--- config.mk ---
export PLATFORM = sky130hd
export DESIGN_NAME = ram_fifo_ctrl
export DESIGN_NICKNAME = d
export VERILOG_FILES = /design/src/rtl/ram_fifo_pkg.sv /design/src/rtl/ram_fifo_obuf.sv /design/src/rtl/ram_fifo_ctrl.sv
export SDC_FILE = /design/constraint.sdc
export NUM_CORES = 1
export LEC_CHECK = 0
export BUFFER_PORTS_ARGS = -buffer_cell sky130_fd_sc_hd__buf_2
export CELL_PAD_IN_SITES_DETAIL_PLACEMENT = 0
export CELL_PAD_IN_SITES_GLOBAL_PLACEMENT = 1
export CORE_ASPECT_RATIO = 1.75
export CORE_MARGIN = 2
export CORE_UTILIZATION = 42
export DETAILED_ROUTE_END_ITERATION = 10
export PLACE_DENSITY_LB_ADDON = 0.1
export SLEW_MARGIN = 10
export SYNTH_ARGS = -nofsm -noshare
export SYNTH_HDL_FRONTEND = slang
export SYNTH_SLANG_ARGS = --single-unit
--- constraint.sdc ---
create_clock -name clk -period 4.5 [get_ports clk]
set_input_delay 1.125 -clock clk [delete_from_list [all_inputs] [get_ports clk]]
set_output_delay 1.125 -clock clk [all_outputs]
set_load 0.02 [all_outputs]
--- src/rtl/ram_fifo_pkg.sv ---
// Shared defaults and derived sizes for the RAM-backed streaming FIFO controller.
package ram_fifo_pkg;

    localparam int unsigned A_DEFAULT = 10;
    localparam int unsigned D_DEFAULT = 8;
    localparam int unsigned DEPTH     = 2 ** A_DEFAULT;
    localparam int unsigned CAP       = DEPTH + 2;
    localparam int unsigned LEVEL_W   = A_DEFAULT + 2;

    function automatic int unsigned depth_of(input int unsigned a);
        return 2 ** a;
    endfunction

endpackage

--- src/rtl/ram_fifo_obuf.sv ---
// Two-entry registered output buffer that absorbs the one-cycle RAM read latency.
module ram_fifo_obuf
    import ram_fifo_pkg::*;
#(
    parameter int unsigned D = D_DEFAULT
) (
    input  logic         clk,
    input  logic         rst_n,
    input  logic         push,
    input  logic [D-1:0] din,
    input  logic         pop,
    output logic [1:0]   count,
    output logic [D-1:0] head
);

    logic [D-1:0] head_q, head_d;
    logic [D-1:0] tail_q, tail_d;
    logic [1:0]   count_q, count_d;

    always_comb begin
        head_d  = head_q;
        tail_d  = tail_q;
        count_d = count_q;
        case ({push, pop})
            2'b10: begin
                if (count_q == 2'd0) begin
                    head_d = din;
                end else begin
                    tail_d = din;
                end
                count_d = count_q + 2'd1;
            end
            2'b01: begin
                head_d  = tail_q;
                count_d = count_q - 2'd1;
            end
            2'b11: begin
                // Count is unchanged; the incoming word lands behind whatever remains.
                if (count_q == 2'd1) begin
                    head_d = din;
                end else begin
                    head_d = tail_q;
                    tail_d = din;
                end
            end
            default: ;
        endcase
    end

    always_ff @(posedge clk) begin
        if (!rst_n) begin
            head_q  <= '0;
            tail_q  <= '0;
            count_q <= 2'd0;
        end else begin
            head_q  <= head_d;
            tail_q  <= tail_d;
            count_q <= count_d;
        end
    end

    assign count = count_q;
    assign head  = head_q;

endmodule

--- src/rtl/ram_fifo_ctrl.sv ---
// FIFO controller in front of a single-port synchronous RAM: arbitrates one write or one
// read per cycle and re-emits stored words in order through a 2-entry output buffer.
module ram_fifo_ctrl
    import ram_fifo_pkg::*;
#(
    parameter int unsigned A = A_DEFAULT,
    parameter int unsigned D = D_DEFAULT
) (
    input  logic         clk,
    input  logic         rst_n,
    input  logic         in_valid,
    input  logic [D-1:0] in_data,
    output logic         in_ready,
    output logic         out_valid,
    output logic [D-1:0] out_data,
    input  logic         out_ready,
    output logic [A+1:0] level,
    output logic [A-1:0] ram_addr,
    output logic [D-1:0] ram_din,
    output logic         ram_we,
    input  logic [D-1:0] ram_dout
);

    localparam logic [A:0]   MemFull = {1'b1, {A{1'b0}}};
    localparam logic [A-1:0] PtrOne  = {{(A-1){1'b0}}, 1'b1};
    localparam logic [A:0]   CntOne  = {{A{1'b0}}, 1'b1};

    logic [A-1:0] wr_ptr_q, wr_ptr_d;
    logic [A-1:0] rd_ptr_q, rd_ptr_d;
    logic [A:0]   mem_count_q, mem_count_d;
    logic         rd_pending_q;
    logic         last_rd_q;
    logic [1:0]   ob_count;
    logic [2:0]   occ;
    logic         pop, rd_req, rd_grant, wr_en;

    assign pop = out_valid && out_ready;

    // Buffer slots already claimed by held words plus an in-flight read.
    assign occ      = {1'b0, ob_count} + {2'b00, rd_pending_q};
    assign rd_req   = (mem_count_q != '0) && (occ < (3'd2 + {2'b00, pop}));
    assign rd_grant = rd_req && !(last_rd_q && in_valid);
    assign in_ready = (mem_count_q != MemFull) && !rd_grant;
    assign wr_en    = in_valid && in_ready;

    assign ram_we   = wr_en;
    assign ram_din  = in_data;
    assign ram_addr = rd_grant ? rd_ptr_q : wr_ptr_q;

    always_comb begin
        wr_ptr_d    = wr_ptr_q;
        rd_ptr_d    = rd_ptr_q;
        mem_count_d = mem_count_q;
        if (wr_en) begin
            wr_ptr_d    = wr_ptr_q + PtrOne;
            mem_count_d = mem_count_q + CntOne;
        end else if (rd_grant) begin
            rd_ptr_d    = rd_ptr_q + PtrOne;
            mem_count_d = mem_count_q - CntOne;
        end
    end

    always_ff @(posedge clk) begin
        if (!rst_n) begin
            wr_ptr_q     <= '0;
            rd_ptr_q     <= '0;
            mem_count_q  <= '0;
            rd_pending_q <= 1'b0;
            last_rd_q    <= 1'b0;
        end else begin
            wr_ptr_q     <= wr_ptr_d;
            rd_ptr_q     <= rd_ptr_d;
            mem_count_q  <= mem_count_d;
            rd_pending_q <= rd_grant;
            last_rd_q    <= rd_grant;
        end
    end

    ram_fifo_obuf #(
        .D(D)
    ) u_obuf (
        .clk  (clk),
        .rst_n(rst_n),
        .push (rd_pending_q),
        .din  (ram_dout),
        .pop  (pop),
        .count(ob_count),
        .head (out_data)
    );

    assign out_valid = (ob_count != 2'd0);
    assign level     = {1'b0, mem_count_q} + {{(A+1){1'b0}}, rd_pending_q}
                     + {{A{1'b0}}, ob_count};

endmodule

==> impl_metrics.tcl, run 1 <==
set metrics [dict create \
    worstSetupPathType "input pin to primary output" \
    antenna_found_initial 0 \
    route.detailed.drc 0 \
    clock.fmax_ghz 0.250 \
    ys_types 57 \
    cts_tree "built" \
    synth_xor_area_share_pct 7.85 \
    yosys.area_share.simple_pct 22.1 \
    worst_pin_slew_ns 1.04 \
    num_vias 2816 \
    antenna_left 0 \
    slew_violations 0 \
    final_layout_size_suffix_gt1_share_pct 18.6 \
    place.gp.congestion 0.917 \
    async_flop_share_pct 0 \
    grt_pass1_vias 2888 \
    final_area_um2 3630 \
    dp.cells 489 \
    cts_buffers 5 \
    powerDensity_nw_per_um2 777 \
    hpwlAfterDp_mm 6.31 \
    grt_max_degree 33 \
    timing.final.ws_setup_ns 0.495 \
    relSlewSlack_pct 30.6 \
    cp_max_fo 15 \
    htreeDepth 2 \
    synth.area.mux_share_pct 7.31 \
    io_pins 61 \
    syn_to_final_growth_pct 12.3 \
    nets 450 \
    syn_avg_cell_area_um2 8.68 \
    p_comb_share_pct 60.4 \
    synth-compound-area-share_pct 16.2 \
    fp.coreArea_um2 7510 \
    finalCriticalPeriod_ns 4.01 \
    critPathRequiredTime_ns 3.38 \
    initial_core_util_pct 43.1 \
    setup_violations 0 \
    yosys_warnings 0 \
    syn-num-nets 415 \
    synth_top_family_by_area "simple AND/OR/NAND/NOR gates" \
    leakage_uw 0.00154 \
    cts_max_path_buffers 2 \
    drv_cap 0 \
    ir_drop_mv 0.333 \
    hold_path_class "flop to flop" \
    startpoint_type "input pin" \
    path_clk_slew_ns 0.07 \
    fp.dieW_um 70.4 \
    fin_setup_tns_ns 0 \
    hold_viol 0 \
    routed_via_density 5.67 \
    synth_fa_ha_area_share_pct 9.20 \
    ctsResizeCount 0 \
    skew_ns 0.00925 \
    switching_share_pct 47.6 \
    synth-edff-count 0 \
    io_buffers 44 \
    status "finished, final reports clean" \
    final_cells 497 \
    grt_overflow 0 \
    clock_power_share_pct 14.2 \
    end_kind "primary output" \
    place_ws_ns 0.467 \
    drtIter0Drc 136 \
    p_int_uw 1480 \
    n_antenna_cell 0 \
    finalWirelength_mm 8.30 \
    ys_seq_area_share_pct 30.9 \
    ys_seq_elements 50 \
    clock_latency_ns 0.30 \
    cts_root_buf "clkbuf_16" \
    cts_setup_buffers 0 \
    seqPwrFrac_pct 25.4 \
    switching_power_uw 1340 \
    track_usage_pct 20.8 \
    grt_pass1_wl_mm 13.9 \
    firstDrtPassIters 4 \
    cts_sinks 50 \
    fin_crit_sh_pct 89.0 \
    rows 42 \
    dieArea_um2 8450 \
    cp.arrival_ns 2.88 \
    postPlaceCellArea_um2 3480 \
    syn_inst 373 \
    rsz0062_at_grt "no" \
    synth_ff_type "dfxtp_1" \
    wl_per_cell_um 16.7 \
    synth_area_um2 3240 \
    fp.dieH_um 120 \
    hold_buffers 0 \
]
## routing by layer
metal	wire [um]	GRT usage (%)	vias to the layer above
met3	215	3.36	19
met5	0	0	-
met1	3280	22.1	1343
met2	4500	38.6	54
met4	311	10.3	0
li1	-	-	1400
## layout make-up
cell class / instances / area (um^2)
well taps: 88 / 110
repair buffers: 51 / 273
inverters: 19 / 71.3
clock buffers: 5 / 125
fillers: 777 / 3880
multi-input cells: 281 / 2030
flip-flops and latches: 50 / 1000
clock inverters: 3 / 26.3
## state kept, by name, summed over array words and instances (netlist names)
signal and count:
rd_ptr_q 10, u_obuf.head 8, last_rd_q 1, wr_ptr_q 10, mem_count_q 11, u_obuf.tail_q 8
u_obuf.count 2
## per-stage QoR
step | hold slack [ns] | utilization, % | power, uW
floorplan | 0.443 | - | 2000
global placement | 0.458 | 46.4 | 2430
detailed placement | 0.472 | 46.4 | 2430
CTS | 0.483 | 48.4 | 2840
global route | 0.523 | 48.4 | 3060
finish | 0.489 | 48.4 | 2820
## cells by family (layout without fill, tap and decap cells)
logic type / after synthesis / in the layout
XOR/XNOR: 29 / 29
flip-flops: 50 / 50
buffers and inverters: 42 / 78
adder cells (fa/ha/maj): 22 / 22
AO/OA/AOI/OAI: 72 / 72
multiplexers: 22 / 22
AND/OR/NAND/NOR: 136 / 136
## final timing paths
kind / startpoint / end / slack (ns) / depth (start not counted)
min: wr_ptr_q[9]$_SDFFE_PN0P_ / wr_ptr_q[9]$_SDFFE_PN0P_ / 0.49 / 2
max reg2reg: mem_count_q[4]$_SDFFE_PN0P_ / mem_count_q[10]$_SDFFE_PN0P_ / 0.72 / 10
min reg2reg: wr_ptr_q[9]$_SDFFE_PN0P_ / wr_ptr_q[9]$_SDFFE_PN0P_ / 0.49 / 2
max: out_ready / ram_addr[1] / 0.49 / 6
## cells in the mapped netlist (all sizes together), types with 9 or more instances
cell type  count  area [um^2]
mux2i         15          150
dfxtp         50         1000
a221oi         9         85.1
nand2         26         97.6
nor2          33          131
nor3          13         65.1
buf           14          103
xor2           9         78.8
a21oi         18         93.8
o21ai         14         70.1
nand3         19         95.1
xnor2         20          175
ha            19          238
inv           18         67.6
nor2b          9         56.3
clkbuf         9         33.8
## power groups by stage
stage	combinational [uW]	clock (uW)	sequential (uW)
after CTS	1710	415	718
after floorplan	1300	0	706
after global placement	1700	0	729
after detailed placement	1700	0	726
final	1710	400	718
after global routing	1900	430	739
## cells in the final DEF, fill, tap and decap left out, types with 2 or more instances in the layout
cell	netlist	layout
dfxtp_1	50	50
buf_2	4	44
nor2_1	32	32
nand2_1	26	26
xnor2_1	20	20
nand3_1	19	19
ha_1	19	19
inv_1	18	18
a21oi_1	17	17
mux2i_1	15	15
o21ai_0	13	13
nor3_1	13	13
nor2b_1	9	9
xor2_1	9	9
a221oi_1	8	8
nand4_1	7	7
and3_1	7	7
buf_4	8	7
nor4_1	6	6
nand2b_1	6	6
mux2_2	5	5
a211oi_1	5	5
a21o_1	5	5
clkbuf_16	0	5
a2111oi_0	3	3
fa_1	3	3
inv_6	0	3
mux2_4	2	2
o211ai_1	2	2
o2111ai_1	2	2
o22ai_1	2	2
o21bai_1	2	2
## critical path, cell delays in order
cell	delay [ns]
buf_2	0.09
or3b_1	0.38
a221o_1	0.37
nor2_4	0.37
mux2_2	0.38
buf_2	0.16
No activity file was read; power rests on OpenSTA's default activity.
==> run 2: changes to the inputs <==
Settings changed: CORE_UTILIZATION 42 to 45, PLACE_DENSITY from default to 0.93, PLACE_DENSITY_LB_ADDON 0.1 to default.
Clock period 4.5 ns to 4.95 ns, I/O delays scaled along.
==> run 2 against run 1 <==
  * Critical path depth is the same
  * Global-route usage shrank 0.34 points
  * Non-clock buffer count shrank 5
  * First-iteration DRC count shrank 12%
  * Critical path type unchanged
  * Largest cell class unchanged
  * Critical endpoint is now ram_addr[9]
  * Largest power group unchanged
  * Total power shrank 8.5%
  * Final cell count shrank 1.8%
  * Setup slack gained 0.093 ns
  * Hold slack is essentially flat
  * Sequential share of layout area is the same
  * Clock power grew 11%
  * Highest routed layer unchanged
==> impl_metrics.tcl, run 2 (synthesized netlist as in run 1, its figures left out) <==
set metrics [dict create \
    status "finished, final reports clean" \
    final_common_cell "dfxtp_1" \
    drt-met1-wl_mm 2.91 \
    htreeDepth 2 \
    min_path_cells 2 \
    skew_ns 0.00634 \
    drtIter0Drc 120 \
    finalCriticalPeriod_ns 4.36 \
    setup_violations 0 \
    routed_via_density 5.73 \
    startpoint_type "input pin" \
    ff2ff_path_depth 12 \
    antenna_found_initial 0 \
    grt_pass1_vias 2838 \
    fin_setup_tns_ns 0 \
    dieArea_um2 7910 \
    top_regs "mem_count_q x11, rd_ptr_q x10, wr_ptr_q x10" \
    min_to "wr_ptr_q[9]$_SDFFE_PN0P_" \
    largest_reg_flops 11 \
    final_layout_size_suffix_gt1_share_pct 17.6 \
    cts_max_path_buffers 2 \
    cts_setup_buffers 0 \
    hold_viol 0 \
    powerDensity_nw_per_um2 711 \
    io_buffers 44 \
    timing.rr.end "mem_count_q[10]$_SDFFE_PN0P_" \
    fp.dieW_um 68.1 \
    n_antenna_cell 0 \
    path_clk_slew_ns 0.06 \
    wl_per_cell_um 15.3 \
    place.gp.congestion 0.829 \
    grt_max_degree 42 \
    io_pins 61 \
    postPlaceCellArea_um2 3440 \
    fp.dieH_um 116 \
    grt_pass1_wl_mm 12.5 \
    worstSetupPathType "input pin to primary output" \
    slew_violations 0 \
    critPathRequiredTime_ns 3.71 \
    fp.coreArea_um2 6910 \
    clock_latency_ns 0.29 \
    route.detailed.drc 0 \
    final_cell_mix "dfxtp_1, buf_2, nor2_1" \
    finalWirelength_mm 7.46 \
    hpwlAfterDp_mm 5.57 \
    cts_root_buf "clkbuf_16" \
    num_vias 2795 \
    drv_cap 0 \
    r2r_start "u_obuf.count[0]$_SDFFE_PN0P_" \
    clock.fmax_ghz 0.229 \
    final_area_um2 3630 \
    firstDrtPassIters 4 \
    ir_drop_mv 0.289 \
    cts_sinks 50 \
    worst_pin_slew_ns 0.985 \
    relSlewSlack_pct 34.3 \
    antenna_left 0 \
    initial_core_util_pct 46.9 \
    met3_length_um 218 \
    fin_crit_sh_pct 88.1 \
    top_layer "met4" \
    rsz0062_at_grt "no" \
    r2r_slack_ns 1.18 \
    cts_tree "built" \
    leakage_uw 0.00153 \
    regMostFlops "mem_count_q" \
    cp.arrival_ns 3.12 \
    grt_overflow 0 \
    cts_buffers 5 \
    rows 40 \
    hold_buffers 0 \
    nets 445 \
    ctsResizeCount 0 \
    hold_start "wr_ptr_q[9]$_SDFFE_PN0P_" \
    end_kind "primary output" \
    n_fill_cell 670 \
    track_usage_pct 20.4 \
    cp_max_fo 15 \
    syn_to_final_growth_pct 12.3 \
    routed-wl-met2_mm 4.04 \
    hold_path_class "flop to flop" \
]
-- run 2: cell count changes in the layout (fill, tap and decap cells not counted), sizes merged --
cell,previous run,this run
buf,51,46
bufinv,0,2
clkinv,1,2
inv,21,18
-- run 2: layout make-up --
cell class	instances	area [um^2]	share of cell area (%)
multi-input combinational	281	2030	55.8
clock inverter	3	68.8	1.89
sequential	50	1000	27.5
inverter	19	71.3	1.96
timing repair buffer	46	235	6.47
tap	84	105	2.89
clock buffer	5	125	3.44
-- run 2: per-layer routing --
layer,track usage [%],vias up
met3,2.79,23
met4,12.7,0
met1,21.4,1314
met5,0,-
li1,-,1394
met2,37.0,64
-- run 2: critical path: stages --
cell	delay (ns)
buf_2	0.10
or3b_1	0.39
a221o_1	0.46
nor2_4	0.39
mux2_2	0.38
buf_2	0.15
-- run 2: per-stage QoR --
stage / worst slack, ns / std cells / power (uW) / hold WS (ns) / util, %
global placement: 0.631 / 480 / 2120 / 0.460 / 49.8
floorplan: 0.890 / 373 / 1820 / 0.443 / -
CTS: 0.579 / 488 / 2600 / 0.492 / 52.6
global route: 0.520 / 488 / 2780 / 0.529 / 52.6
finish: 0.588 / 488 / 2580 / 0.489 / 52.6
detailed placement: 0.594 / 480 / 2140 / 0.477 / 49.8
-- run 2: how the worst max path moves through the flow --
stage                              endpoint      start  slack (ns)  depth (start not counted)
2_1_floorplan  mem_count_q[10]$_SDFFE_PN0P_  out_ready        0.89                         11
3_3_place_gp                    ram_addr[1]  out_ready        0.63                          6
3_5_place_dp                    ram_addr[9]  out_ready        0.59                          6
4_1_cts                         ram_addr[9]  out_ready        0.58                          6
5_1_grt                         ram_addr[3]  out_ready        0.52                          6
6_report                        ram_addr[9]  out_ready        0.59                          6
-- run 2: power by group --
| part | switching [uW] | internal, uW | leakage [uW] | total (uW) |
|---|---|---|---|---|
| combinational | 865 | 610 | 0.00103 | 1470 |
| sequential | 148 | 515 | 0.000410 | 663 |
| clock | 154 | 290 | 0.0000940 | 445 |
| total | 1170 | 1420 | 0.00153 | 2580 |
==> run 3: changes to the inputs <==
Settings changed: ABC_AREA from default to 1, CORE_UTILIZATION 45 to 43, PLACE_DENSITY 0.93 to 0.94.
==> run 3 against run 2 <==
  * Clock power shrank 8.5%
  * Highest routed layer unchanged
  * Flip-flop and latch count is the same
  * Total power up 3.3%
  * Critical path type is now flop to primary output
  * Maximum frequency rose by 7.8%
  * Count of clock-buffer cells in the layout unchanged
==> impl_metrics.tcl, run 3 <==
set metrics [dict create \
    status "finished, final reports clean" \
    powerDensity_nw_per_um2 722 \
    cts_tree "built" \
    htreeDepth 2 \
    syn-num-nets 523 \
    drtIter0Drc 144 \
    fp.coreArea_um2 7510 \
    syn_avg_cell_area_um2 6.90 \
    ir_drop_mv 0.385 \
    hold_buffers 0 \
    worst_pin_slew_ns 1.01 \
    initial_core_util_pct 44.1 \
    final_cells 601 \
    wl_per_cell_um 12.8 \
    io_pins 61 \
    leakage_uw 0.00173 \
    cts_buffers 5 \
    end_kind "primary output" \
    antenna_found_initial 0 \
    yosys_warnings 0 \
    place.gp.congestion 0.833 \
    n_antenna_cell 0 \
    yosysMostFrequentCell "nand2_1" \
    fin_setup_tns_ns 0 \
    ys_types 33 \
    cp.arrival_ns 2.81 \
    final_common_cell "nand2_1" \
    cts_setup_buffers 0 \
    hpwlAfterDp_mm 5.76 \
    ys_seq_area_share_pct 30.2 \
    hold_path_class "flop to flop" \
    worstSetupPathType "flop to primary output" \
    fp.dieH_um 120 \
    grt_pass1_vias 2870 \
    async_flop_share_pct 0 \
    final_layout_size_suffix_gt1_share_pct 13.6 \
    setup_violations 0 \
    drv_cap 0 \
    skew_ns 0.00833 \
    clock.fmax_ghz 0.247 \
    grt_overflow 0 \
    dp.cells 593 \
    clock_latency_ns 0.30 \
    fp.dieW_um 70.4 \
    finalCriticalPeriod_ns 4.05 \
    synth_ff_type "dfxtp_1" \
    cp_max_fo 6 \
    ys_seq_elements 50 \
    largest_reg_flops 11 \
    num_vias 3077 \
    synth_commonest_cells "nand2_1, inv_1, dfxtp_1" \
    track_usage_pct 18.3 \
    fin_crit_sh_pct 81.7 \
    rsz0062_at_grt "no" \
    cts_root_buf "clkbuf_16" \
    top_regs "mem_count_q x11, rd_ptr_q x10, wr_ptr_q x10" \
    antenna_left 0 \
    cts_max_path_buffers 2 \
    yosysTopAreaCell "dfxtp_1" \
    finalWirelength_mm 7.69 \
    grt_max_degree 34 \
    io_buffers 44 \
    synth-edff-count 0 \
    startpoint_type "flop" \
    hold_viol 0 \
    nets 554 \
    routed_via_density 5.12 \
    cts_sinks 50 \
    synth_area_um2 3320 \
    syn_inst 481 \
    synth.top_cell.area_share_pct 30.2 \
    regMostFlops "mem_count_q" \
    ctsResizeCount 0 \
    firstDrtPassIters 4 \
    critPathRequiredTime_ns 3.71 \
    final_cell_mix "nand2_1, inv_1, dfxtp_1" \
    slew_violations 0 \
    relSlewSlack_pct 32.4 \
    syn_to_final_growth_pct 11.4 \
    rows 42 \
    path_clk_slew_ns 0.07 \
    route.detailed.drc 0 \
    synth.area.top_cells "dfxtp_1, nand2_1, inv_1" \
    dieArea_um2 8460 \
    grt_pass1_wl_mm 12.7 \
]
run 3: cell count changes after synthesis, moves of 11 or more:
cell,before,now
inv_1,18,77
xnor2_1,20,6
xor2_1,9,20
nand2_1,26,95
mux2i_1,15,0
o21ai_0,13,35
a21oi_1,17,33
run 3: metal layers:
layer	vias up	global-route usage, %	wire, um
li1	1596	-	-
met5	-	0	0
met4	0	6.61	172
met1	1434	19.2	3050
met3	10	3.17	199
met2	37	35.3	4270
run 3: area by class of cell:
type                    count  area [um^2]
fillers                   760         3820
multi-input cells         330         1880
flip-flops and latches     50         1000
inverters                  80          300
repair buffers             45          228
clock buffers               5          125
well taps                  88          110
clock inverters             3         48.8
run 3: worst paths after layout:
path	from	to	slack (ns)	cells after the start
setup / recovery	mem_count_q[0]$_SDFFE_PN0P_	level[10]	0.90	9
hold / removal	u_obuf.tail_q[6]$_SDFFE_PN0P_	u_obuf.tail_q[6]$_SDFFE_PN0P_	0.46	2
setup reg to reg	u_obuf.count[1]$_SDFFE_PN0P_	mem_count_q[7]$_SDFFE_PN0P_	1.84	17
hold reg to reg	u_obuf.tail_q[6]$_SDFFE_PN0P_	u_obuf.tail_q[6]$_SDFFE_PN0P_	0.46	2
run 3: through the flow:
| stage | total power (uW) | area (um^2) | hold slack, ns | setup slack [ns] | utilization (%) |
|---|---|---|---|---|---|
| global placement | 2240 | 3520 | 0.439 | 1.21 | 46.8 |
| detailed placement | 2270 | 3520 | 0.447 | 1.16 | 46.8 |
| floorplan | 1950 | 3320 | 0.430 | 1.39 | - |
| global route | 2920 | 3690 | 0.474 | 0.587 | 49.2 |
| CTS | 2690 | 3690 | 0.459 | 0.853 | 49.2 |
| finish | 2670 | 3690 | 0.458 | 0.904 | 49.2 |
run 3: kinds of logic after synthesis:
family          count (synthesis)  share of synthesized area [%]
fa+ha+maj                      22                           8.98
xor+xnor                       26                           6.87
buf+inv                       101                           13.1
simple gates                  187                           24.3
compound gates                 95                           16.5
flops                          50                           30.2
run 3: critical path, stage by stage, from the launching register on:
cell	delay [ns]
dfxtp_1	0.45
inv_1	0.13
fa_1	0.46
fa_1	0.42
nor2_1	0.18
nand4_1	0.15
nor3_1	0.27
nand3_1	0.13
xor2_1	0.15
buf_2	0.18
run 3: power breakdown:
group	internal (uW)	total (uW)	leakage, uW	switching [uW]
registers	532	654	0.000411	122
logic	563	1610	0.00124	1040
clock network	242	407	0.0000819	165
